===== src/rtl/coin_accumulator.sv =====
// Vending front-end credit stage: accepts coins, latches a product selection
// and holds a money/product request for the dispense core; cancel/timeout refund locally.
module coin_accumulator #(
   parameter int TIMEOUT_CYCLES = 1000,
   parameter int HOLD_CYCLES    = 2
) (
   input  logic       clk,
   input  logic       reset,
   input  logic       coin_valid,
   input  logic [1:0] coin_type,
   input  logic [1:0] sel,
   input  logic       cancel,
   output logic [3:0] money,
   output logic [1:0] ps,
   output logic       vend_req,
   output logic       coin_reject,
   output logic       refund_valid,
   output logic [3:0] refund_amt,
   output logic [3:0] credit,
   output logic       busy
);

   localparam int TW = (TIMEOUT_CYCLES > 2) ? $clog2(TIMEOUT_CYCLES) : 1;
   localparam int HW = (HOLD_CYCLES > 1) ? $clog2(HOLD_CYCLES) : 1;
   localparam logic [TW-1:0] TMAX = TW'(TIMEOUT_CYCLES - 1);
   localparam logic [HW-1:0] HMAX = HW'(HOLD_CYCLES - 1);

   typedef enum logic [1:0] {IDLE, COLLECT, DISPATCH} state_t;

   state_t        state;
   logic [TW-1:0] timer;
   logic [HW-1:0] hold;

   logic [3:0] value;
   logic [4:0] sum;
   logic       accept;
   logic       sel_ok;
   logic [3:0] next_credit;

   // Overflow is judged on a 5-bit sum so 13+5 cannot wrap into range.
   always_comb begin
      value = 4'd0;
      unique case (coin_type)
         2'b00: value = 4'd1;
         2'b01: value = 4'd2;
         2'b10: value = 4'd5;
         2'b11: value = 4'd0;
      endcase
      sum         = {1'b0, credit} + {1'b0, value};
      accept      = coin_valid && (coin_type != 2'b11) &&
                    (sum <= 5'd15) && (state != DISPATCH);
      sel_ok      = (sel == 2'b10) || (sel == 2'b01);
      next_credit = accept ? sum[3:0] : credit;
   end

   always_ff @(posedge clk) begin
      if (reset) begin
         state        <= IDLE;
         credit       <= 4'd0;
         money        <= 4'd0;
         ps           <= 2'b00;
         vend_req     <= 1'b0;
         coin_reject  <= 1'b0;
         refund_valid <= 1'b0;
         refund_amt   <= 4'd0;
         busy         <= 1'b0;
         timer        <= '0;
         hold         <= '0;
      end else begin
         coin_reject  <= coin_valid && !accept;
         refund_valid <= 1'b0;
         refund_amt   <= 4'd0;
         unique case (state)
            IDLE: begin
               if (accept) begin
                  credit <= next_credit;
                  timer  <= '0;
                  state  <= COLLECT;
               end
            end
            COLLECT: begin
               credit <= next_credit;
               if (cancel || (!coin_valid && !sel_ok && timer == TMAX)) begin
                  refund_valid <= 1'b1;
                  refund_amt   <= next_credit;
                  credit       <= 4'd0;
                  timer        <= '0;
                  state        <= IDLE;
               end else if (sel_ok) begin
                  ps       <= sel;
                  money    <= next_credit;
                  vend_req <= 1'b1;
                  busy     <= 1'b1;
                  hold     <= '0;
                  state    <= DISPATCH;
               end else if (coin_valid) begin
                  timer <= '0;
               end else begin
                  timer <= timer + 1'b1;
               end
            end
            DISPATCH: begin
               if (hold == HMAX) begin
                  credit   <= 4'd0;
                  money    <= 4'd0;
                  ps       <= 2'b00;
                  vend_req <= 1'b0;
                  busy     <= 1'b0;
                  state    <= IDLE;
               end else begin
                  hold <= hold + 1'b1;
               end
            end
            default: state <= IDLE;
         endcase
      end
   end

endmodule


===== config.mk =====
export PLATFORM = sky130hd
export DESIGN_NAME = coin_accumulator
export DESIGN_NICKNAME = d
export VERILOG_FILES = /design/src/rtl/coin_accumulator.sv
export SDC_FILE = /design/constraint.sdc
export NUM_CORES = 1
export LEC_CHECK = 0
export BUFFER_PORTS_ARGS = -buffer_cell sky130_fd_sc_hd__buf_2
export CORE_ASPECT_RATIO = 1.25
export CORE_MARGIN = 2
export CORE_UTILIZATION = 25
export CTS_CLUSTER_DIAMETER = 30
export DETAILED_ROUTE_END_ITERATION = 8
export HOLD_SLACK_MARGIN = 0.1
export PLACE_DENSITY = 0.41
export SLEW_MARGIN = 10
export SYNTH_ARGS = -nofsm -noshare
export SYNTH_HDL_FRONTEND = slang
export SYNTH_SLANG_ARGS = --single-unit

===== constraint.sdc =====
create_clock -name clk -period 5.8 [get_ports clk]
set_input_delay 0 -clock clk [delete_from_list [all_inputs] [get_ports clk]]
set_output_delay 0 -clock clk [all_outputs]
set_load 0.01 [all_outputs]

==> impl_metrics.yaml, run 1 <==
yosys:
  yosys_warnings: 0
  synth.cell_area_mm2: 0.00162
  synth_edf_count: 0
  yosys_register_bits: 30
  synth.yosys.seq_area_share_pct: 37.2
  synthDominantCellAreaShare_pct: 37.2
  async_reset_ff_share_pct: 0
  synthCells: 189
  postSynthAreaPerCell_um2: 8.55
  synth.area.top_cells: "dfxtp_1 37%, a21oi_1 6.2%, ha_1 6.2%"
  synth_top_flop_cell: "dfxtp_1"
  synth_fp_nets: 206
  post_synth_num_cell_types: 44
  netlist.top_cell.by_area: "dfxtp_1"
critical_path:
  criticalPathCategory: "register to register"
  critical-path-max-stage-delay_ns: 0.54
  crit_path_max_fanout: 10
  crit_top_cell: "a21oi_1"
  cp_data_arrival_time_ns: 2.64
  rr_startpoint: "credit[0]"
  worst-path-buf-inv: 0
  critical_path.reg2reg.endpoint: "credit[1]"
  crit_chain: "ha_1, fa_1, a21oi_1, o211ai_2, a211oi_1, nand4b_1, a21oi_1"
  cp-end-kind: "register"
  critical-path-slowest-cell: "a211oi_1"
  worstSetupStartpointType: "register"
  r2r_setup_slack_ns: 3.38
  top_cell_family_by_delay_on_the_critical_path: "compound AO/OA/AOI/OAI gates"
  required_ns: 6.02
  worst_setup_path_startpoint: "credit[0]"
  worst_reg2reg_path_depth: 7
global_route:
  grt_pass1_wl_um: 6620
  grt_overflow: 0
  antenna_found_initial: 0
  grtUsageTotal_pct: 12.4
  via_count_of_the_first_global_routing_pass: 1358
  largest_net_degree_at_the_start_of_global_routing: 27
timing:
  timing.clock.skew_ns: 0.00780
  maxClockFrequency_mhz: 414
  tightest_slew_ns: 0.736
  min_period_ns: 2.42
  final-setup-viol-count: 0
  timing_hold_violations_final: 0
  rsz0062_at_grt: "false"
  timing.setup.tns_ns: 0
  finalHoldWorstSlack_ns: 0.157
  timing.max_slew.rel_slack_pct: 50.7
  period_utilization_pct: 41.7
  timing_max_transition_violations_final: 0
power_and_ir_drop:
  total_switching_power_uw: 148
  internal-power_uw: 345
  report.power.total_uw: 493
  sw_frac_of_total_pct: 30.1
  comb_power_share_pct: 19.1
  power.clock.fraction_pct: 36.6
  p_leak_nw: 0.788
  peakVddDrop_mv: 0.0910
  share_seq_of_total_power_pct: 44.4
  power-per-cell-area_mw_per_mm2: 254
route:
  post_detailed_routing_wire_length_um: 4010
  routed_via_count_divided_by_cell_count: 4.68
  firstDrtPassIters: 4
  wire_length_per_cell_um: 13.2
  dr_total_vias: 1426
  drt.antenna.violating_nets: 0
  drt-initial-drc-count: 58
  drc: 0
run_status:
  run_status: "complete, no violations"
clock_tree:
  clk_path_buf_depth: 2
  cts.sink_count: 30
  tritoncts.num_buffers: 5
  clkSlewWorstSetupHoldPaths_ns: 0.07
  tritoncts: "yes"
  insertion_delay_ns: 0.29
  htree_levels: 2
  ctsRootBufferMaster: "clkbuf_8"
worst_hold_path:
  hold_path.class: "input port to register"
  hold_start: "reset"
  min_delay_path_depth: 2
  worstHoldEndpoint: "state[0]"
place:
  gp_congestion: 0.765
  detailed_place_hpwl_um: 2930
  area_of_placed_instances_mm2: 0.00182
  dp.cells: 294
  numPortBuffers: 25
finish:
  layout.cells.non_filler: 305
  finalInstanceArea_mm2: 0.00194
  final-seq-area_um2: 601
  footprint_of_the_multi_input_gates_um2: 958
  mostFrequentLayoutCell: "dfxtp_1"
  final_net_count: 236
  antenna_cells: 0
  final_cell_mix: "30 x dfxtp_1, 25 x nor2_1, 25 x buf_2"
  post_route_cells_drive_above_1_share_pct: 18.2
  num-fill-cells: 671
  flow.area_growth_from_synthesis_pct: 20.2
floorplanning:
  std_cell_rows: 32
  initial_core_util_pct: 26.0
  die_y_um: 93.9
  fp.coreArea_mm2: 0.00621
  top_level_ports: 26
  floorplan.die_area_mm2: 0.00712
  chipWidth_um: 75.9
job:
  max_cap_viol_count: 0
==> cell families (layout without fill, tap and decap cells) <==
logic type	count (synthesis)	after routing	synth area share [%]
adder cells (fa/ha/maj)	9	9	7.44
flip-flops	30	30	37.2
AND/OR/NAND/NOR	79	79	25.0
XOR/XNOR	3	3	1.63
buffers and inverters	12	43	3.49
AO/OA/AOI/OAI	50	50	21.5
multiplexers	6	6	3.80
==> Yosys cell counts, types with 3 or more instances <==
library cell,number
a21o_1,3
a21oi_1,20
a22oi_1,5
dfxtp_1,30
ha_1,8
inv_1,7
mux2i_1,5
nand2_1,18
nand2b_1,6
nand3_1,3
nand3b_1,4
nand4_1,3
nor2_1,25
nor2b_1,7
o21ai_0,5
o21ai_1,5
==> area by class of cell <==
type / instances / area share [%]
inverters: 7 / 1.35
clock buffers: 6 / 4.25
well taps: 85 / 5.48
multi-input cells: 147 / 49.4
repair buffers: 28 / 7.99
flip-flops and latches: 30 / 30.9
clock inverters: 2 / 0.644
==> routing by layer <==
layer / up-vias / GRT usage (%) / part of all wire, %
li1: 730 / - / -
met1: 662 / 15.1 / 46
met2: 29 / 20.8 / 48
met3: 5 / 3.22 / 3.9
met4: 0 / 3.95 / 1.4
met5: - / 0 / 0
==> registers in the layout (all words and copies together), names as in the netlist <==
register and flops:
hold 1, refund_amt 4, busy 1, ps 2, refund_valid 1, state 2
credit 4, coin_reject 1, timer 10, money 4
==> metrics by stage <==
step           utilization [%]  setup slack [ns]
2_1_floorplan                -              3.67
3_3_place_gp              29.3              3.47
3_5_place_dp              29.3              3.40
4_1_cts                   31.3              3.38
5_1_grt                   31.3              3.13
6_report                  31.3              3.38
==> power by group through the flow <==
stage | clock network (mW) | registers, mW | logic (mW)
2_1_floorplan | 0 | 0.224 | 0.0683
3_3_place_gp | 0 | 0.223 | 0.0946
3_5_place_dp | 0 | 0.223 | 0.0939
4_1_cts | 0.185 | 0.219 | 0.0960
5_1_grt | 0.196 | 0.220 | 0.106
6_report | 0.180 | 0.219 | 0.0940
==> worst max-delay path by stage <==
| stage | depth (start not counted) | to | slack (ns) |
|---|---|---|---|
| after floorplan | 7 | credit[1] | 3.67 |
| after global placement | 7 | credit[1] | 3.47 |
| after detailed placement | 7 | credit[1] | 3.40 |
| after CTS | 7 | credit[1] | 3.38 |
| after global routing | 7 | credit[3] | 3.13 |
| final | 7 | credit[1] | 3.38 |
==> worst register-to-register path: cells and delay by family (launching register included) <==
family | cells | cell delay, ns
and+or+nand+nor | 1 | 0.15
DFF | 1 | 0.34
AOI/OAI and AO/OA | 4 | 1.22
adders and majority gates | 2 | 0.63
==> repair_timing <==
item	in CTS	in global routing
gates resized for setup	0	0
setup buffers	0	0
hold endpoints to repair	3	0
hold buffers	3	0
(Power assumes the default switching activity.)
==> inputs of run 2 (changes only) <==
--- a/config.mk
+++ b/config.mk
@@ -12,7 +12,7 @@
 export CTS_CLUSTER_DIAMETER = 30
 export DETAILED_ROUTE_END_ITERATION = 8
 export HOLD_SLACK_MARGIN = 0.1
-export PLACE_DENSITY = 0.41
+export PLACE_DENSITY = 0.42
 export SLEW_MARGIN = 10
 export SYNTH_ARGS = -nofsm -noshare
 export SYNTH_HDL_FRONTEND = slang
==> constraint.sdc (replaced) <==
create_clock -name clk -period 2.2 [get_ports clk]
set_input_delay 0 -clock clk [delete_from_list [all_inputs] [get_ports clk]]
set_output_delay 0 -clock clk [all_outputs]
set_load 0.01 [all_outputs]
==> impl_metrics.yaml, run 2 (synthesized netlist as in run 1, its figures left out) <==
run_status:
  run_status: "complete, no violations"
route:
  wire_length_per_cell_um: 13.3
  drt.antenna.violating_nets: 0
  drc: 0
  drt-initial-drc-count: 61
  dr_total_vias: 1483
  firstDrtPassIters: 4
  routed_via_count_divided_by_cell_count: 4.63
  post_detailed_routing_wire_length_um: 4260
place:
  area_of_placed_instances_mm2: 0.00193
  dp_worst_setup_slack_ns: 0.0739
  numPortBuffers: 25
  gp_congestion: 0.795
  detailed_place_hpwl_um: 3110
floorplanning:
  die_y_um: 93.9
  fp.coreArea_mm2: 0.00621
  chipWidth_um: 75.9
  top_level_ports: 26
  floorplan.die_area_mm2: 0.00712
  initial_core_util_pct: 26.0
  std_cell_rows: 32
timing:
  timing_max_transition_violations_final: 0
  final-setup-viol-count: 0
  timing.clock.skew_ns: 0.00819
  timing.max_slew.rel_slack_pct: 58.3
  timing_hold_violations_final: 0
  timing.final.ws_setup_ns: 0.0896
  timing.setup.tns_ns: 0
  rsz0062_at_grt: "false"
  min_period_ns: 2.11
  tightest_slew_ns: 0.620
  maxClockFrequency_mhz: 474
  period_utilization_pct: 95.9
global_route:
  grt_pass1_wl_um: 6820
  grtUsageTotal_pct: 12.6
  antenna_found_initial: 0
  largest_net_degree_at_the_start_of_global_routing: 26
  grt_overflow: 0
  via_count_of_the_first_global_routing_pass: 1429
critical_path:
  cp_data_arrival_time_ns: 2.27
  crit_path_max_fanout: 6
  criticalPathCategory: "register to register"
  cp-end-kind: "register"
  required_ns: 2.36
  worstSetupStartpointType: "register"
finish:
  mostFrequentLayoutCell: "dfxtp_1"
  largest_register_ff_count: 10
  num-fill-cells: 664
  post_route_cells_drive_above_1_share_pct: 25.1
  largest_reg_by_ff_count: "timer"
  finalInstanceArea_mm2: 0.00213
  final_cell_mix: "30 x dfxtp_1, 25 x nor2_1, 25 x buf_2"
  final_net_count: 251
  antenna_cells: 0
  flow.area_growth_from_synthesis_pct: 32.1
clock_tree:
  tritoncts: "yes"
  insertion_delay_ns: 0.28
  tritoncts.num_buffers: 5
  cts.sink_count: 30
  clkSlewWorstSetupHoldPaths_ns: 0.07
  cts_post_setup_buffers_inserted: 0
  ctsRootBufferMaster: "clkbuf_8"
  clk_path_buf_depth: 2
  htree_levels: 2
power_and_ir_drop:
  p_leak_nw: 0.896
  peakVddDrop_mv: 0.251
  power-per-cell-area_mw_per_mm2: 735
worst_hold_path:
  hold_path.class: "input port to register"
job:
  max_cap_viol_count: 0
[run 2: cell type report]
cell class                 count  area (um^2)  share of cell area [%]
inverter                       7         26.3                    1.23
clock buffer                   6         82.6                    3.87
tap                           85          106                    4.98
multi-input combinational    147          991                    46.4
timing repair buffer          43          268                    12.5
clock inverter                 2         60.1                    2.81
sequential                    30          601                    28.1
[run 2: worst paths after layout]
| kind | from | endpoint | slack, ns | cells after the start |
|---|---|---|---|---|
| setup / recovery | credit[0] | money[1] | 0.09 | 8 |
| hold / removal | reset | refund_amt[1] | 0.15 | 4 |
| setup reg to reg | credit[0] | money[1] | 0.09 | 8 |
| hold reg to reg | money[1] | money[1] | 0.45 | 2 |
[run 2: routing by layer]
layer	global-route usage [%]	share of wire, %	vias up
li1	-	-	761
met1	14.6	43	679
met2	21.3	49	31
met3	3.33	4.5	12
met4	5.12	3.4	0
met5	0	0	-
[run 2: per-stage QoR]
| step | util, % | hold slack, ns | power [mW] | cells |
|---|---|---|---|---|
| floorplan | - | 0.163 | 0.772 | 189 |
| global placement | 31.1 | 0.310 | 0.863 | 309 |
| detailed placement | 31.1 | 0.320 | 0.861 | 309 |
| CTS | 33.9 | 0.141 | 1.58 | 320 |
| global route | 34.4 | 0.185 | 1.65 | 320 |
| finish | 34.4 | 0.151 | 1.57 | 320 |
[run 2: critical path, stage by stage, from the launching register on]
cell and delay [ns]:
dfxtp_1 0.32, ha_1 0.20, fa_1 0.44, a21oi_4 0.20, o211ai_4 0.13, buf_4 0.19
mux2i_1 0.29, nand2b_1 0.16, a21oi_1 0.06
[run 2: timing repair]
action                                  in CTS  in global routing
endpoints found under the hold margin        3                  0
hold buffers                                 3                  0
resized for setup                            0                  6
endpoints found under the setup margin       0                 16
[run 2: report_power, final]
group	internal [mW]	switching, mW	total, mW
combinational	0.124	0.165	0.289
clock	0.483	0.224	0.707
sequential	0.561	0.0123	0.573
==> inputs of run 3 (changes only) <==
--- a/config.mk
+++ b/config.mk
@@ -8,11 +8,11 @@
 export BUFFER_PORTS_ARGS = -buffer_cell sky130_fd_sc_hd__buf_2
 export CORE_ASPECT_RATIO = 1.25
 export CORE_MARGIN = 2
-export CORE_UTILIZATION = 25
+export CORE_UTILIZATION = 50
 export CTS_CLUSTER_DIAMETER = 30
 export DETAILED_ROUTE_END_ITERATION = 8
 export HOLD_SLACK_MARGIN = 0.1
-export PLACE_DENSITY = 0.42
+export PLACE_DENSITY = 0.74
 export SLEW_MARGIN = 10
 export SYNTH_ARGS = -nofsm -noshare
 export SYNTH_HDL_FRONTEND = slang
==> impl_metrics.yaml, run 3 (synthesized netlist as in run 1, its figures left out) <==
run_status:
  run_status: "complete, no violations"
timing:
  period_utilization_pct: 92.9
  min_period_ns: 2.04
  timing.setup.tns_ns: 0
  timing.max_slew.rel_slack_pct: 67.3
  timing_max_transition_violations_final: 0
  timing.clock.skew_ns: 0.00540
  maxClockFrequency_mhz: 490
  tightest_slew_ns: 0.485
  timing_hold_violations_final: 0
  rsz0062_at_grt: "false"
  final-setup-viol-count: 0
global_route:
  grt_pass1_wl_um: 5550
  grt_overflow: 0
  antenna_found_initial: 0
  grtUsageTotal_pct: 20.9
  via_count_of_the_first_global_routing_pass: 1300
  largest_net_degree_at_the_start_of_global_routing: 27
floorplanning:
  die_y_um: 67.5
  chipWidth_um: 54.8
  initial_core_util_pct: 51.5
  floorplan.die_area_mm2: 0.00370
  std_cell_rows: 23
  top_level_ports: 26
  fp.coreArea_mm2: 0.00314
place:
  gp_congestion: 0.759
  numPortBuffers: 25
  dp.cells: 254
  detailed_place_hpwl_um: 2510
power_and_ir_drop:
  peakVddDrop_mv: 0.456
  p_leak_nw: 0.823
  report.power.total_mw: 1.30
  power-per-cell-area_mw_per_mm2: 667
route:
  met2WireLength_um: 1810
  route.top_layer_used: "met4"
  detailroute.wirelength.met3_um: 130
  drt.antenna.violating_nets: 0
  drt-initial-drc-count: 43
  dr_total_vias: 1468
  routed_via_count_divided_by_cell_count: 5.54
  drc: 0
  post_detailed_routing_wire_length_um: 3460
  wire_length_per_cell_um: 13.0
  firstDrtPassIters: 4
  route.layer.met1.wl_um: 1470
finish:
  largest_reg_by_ff_count: "timer"
  antenna_cells: 0
  layout.cells.non_filler: 265
  largest_register_ff_count: 10
  postLayoutCoreUtil_pct: 62.3
  final_cell_mix: "30 x dfxtp_1, 25 x nor2_1, 25 x buf_2"
  flow.area_growth_from_synthesis_pct: 20.9
  final_net_count: 244
  mostFrequentLayoutCell: "dfxtp_1"
  post_route_cells_drive_above_1_share_pct: 22.8
clock_tree:
  tritoncts: "yes"
  clkSlewWorstSetupHoldPaths_ns: 0.07
  clk_path_buf_depth: 2
  cts.sink_count: 30
  cts_post_setup_buffers_inserted: 0
  htree_levels: 2
  tritoncts.num_buffers: 5
  ctsRootBufferMaster: "clkbuf_8"
  insertion_delay_ns: 0.29
critical_path:
  crit_path_max_fanout: 6
  worstSetupStartpointType: "register"
  cp_data_arrival_time_ns: 2.19
  required_ns: 2.35
  criticalPathCategory: "register to register"
  cp-end-kind: "register"
worst_hold_path:
  hold_path.class: "input port to register"
job:
  max_cap_viol_count: 0
[run 3: cell types whose count changed in the layout (fill, tap and decap cells not counted), sizes merged]
cell	change
clkinv	+1
bufinv	-2
buf	-7
clkinvlp	+1
[run 3: repair_timing]
| action | CTS | global route |
|---|---|---|
| hold endpoints to repair | 3 | 0 |
| setup endpoints to repair | 0 | 13 |
| hold buffers | 3 | 0 |
| resized for setup | 0 | 4 |
[run 3: final timing paths]
check                           startpoint  slack (ns)  cells past startpoint        end
worst max-delay path             credit[0]        0.16                      7  credit[1]
worst min-delay path                 reset        0.15                      2       busy
worst max register to register   credit[0]        0.16                      7  credit[1]
worst min register to register    money[1]        0.46                      2   money[1]
[run 3: metrics by stage]
stage	hold slack [ns]	setup slack, ns	instance area (um^2)
after global routing	0.165	0.0234	1950
after detailed placement	0.318	0.0620	1820
final	0.146	0.157	1950
after global placement	0.308	0.109	1820
after floorplan	0.163	0.0659	1620
after CTS	0.142	0.0682	1940
[run 3: final cells by class]
type | instances | area, um^2
Clock buffer | 6 | 82.6
Clock inverter | 2 | 12.5
Fill cell | 289 | 1180
Inverter | 7 | 26.3
Multi-Input combinational cell | 147 | 970
Sequential cell | 30 | 601
Tap cell | 37 | 46.3
Timing Repair Buffer | 36 | 215
[run 3: routing by layer]
metal / up-vias / GRT usage (%)
met3: 10 / 4.65
met4: 0 / 10.0
met1: 689 / 22.8
li1: 746 / -
met2: 23 / 36.9
met5: - / 0
[run 3: critical path: stages, from the launching register on]
cell,delay [ns]
dfxtp_1,0.34
ha_1,0.21
fa_2,0.35
a21oi_2,0.17
o211ai_2,0.16
a211o_1,0.38
a22oi_1,0.21
a21oi_1,0.09
[run 3: power breakdown]
part           total (mW)  internal (mW)  leakage, nW  switching (mW)
registers           0.575          0.561        0.243          0.0135
clock network       0.465          0.251       0.0472           0.214
logic               0.264          0.116        0.533           0.148
total                1.30          0.928        0.823           0.375
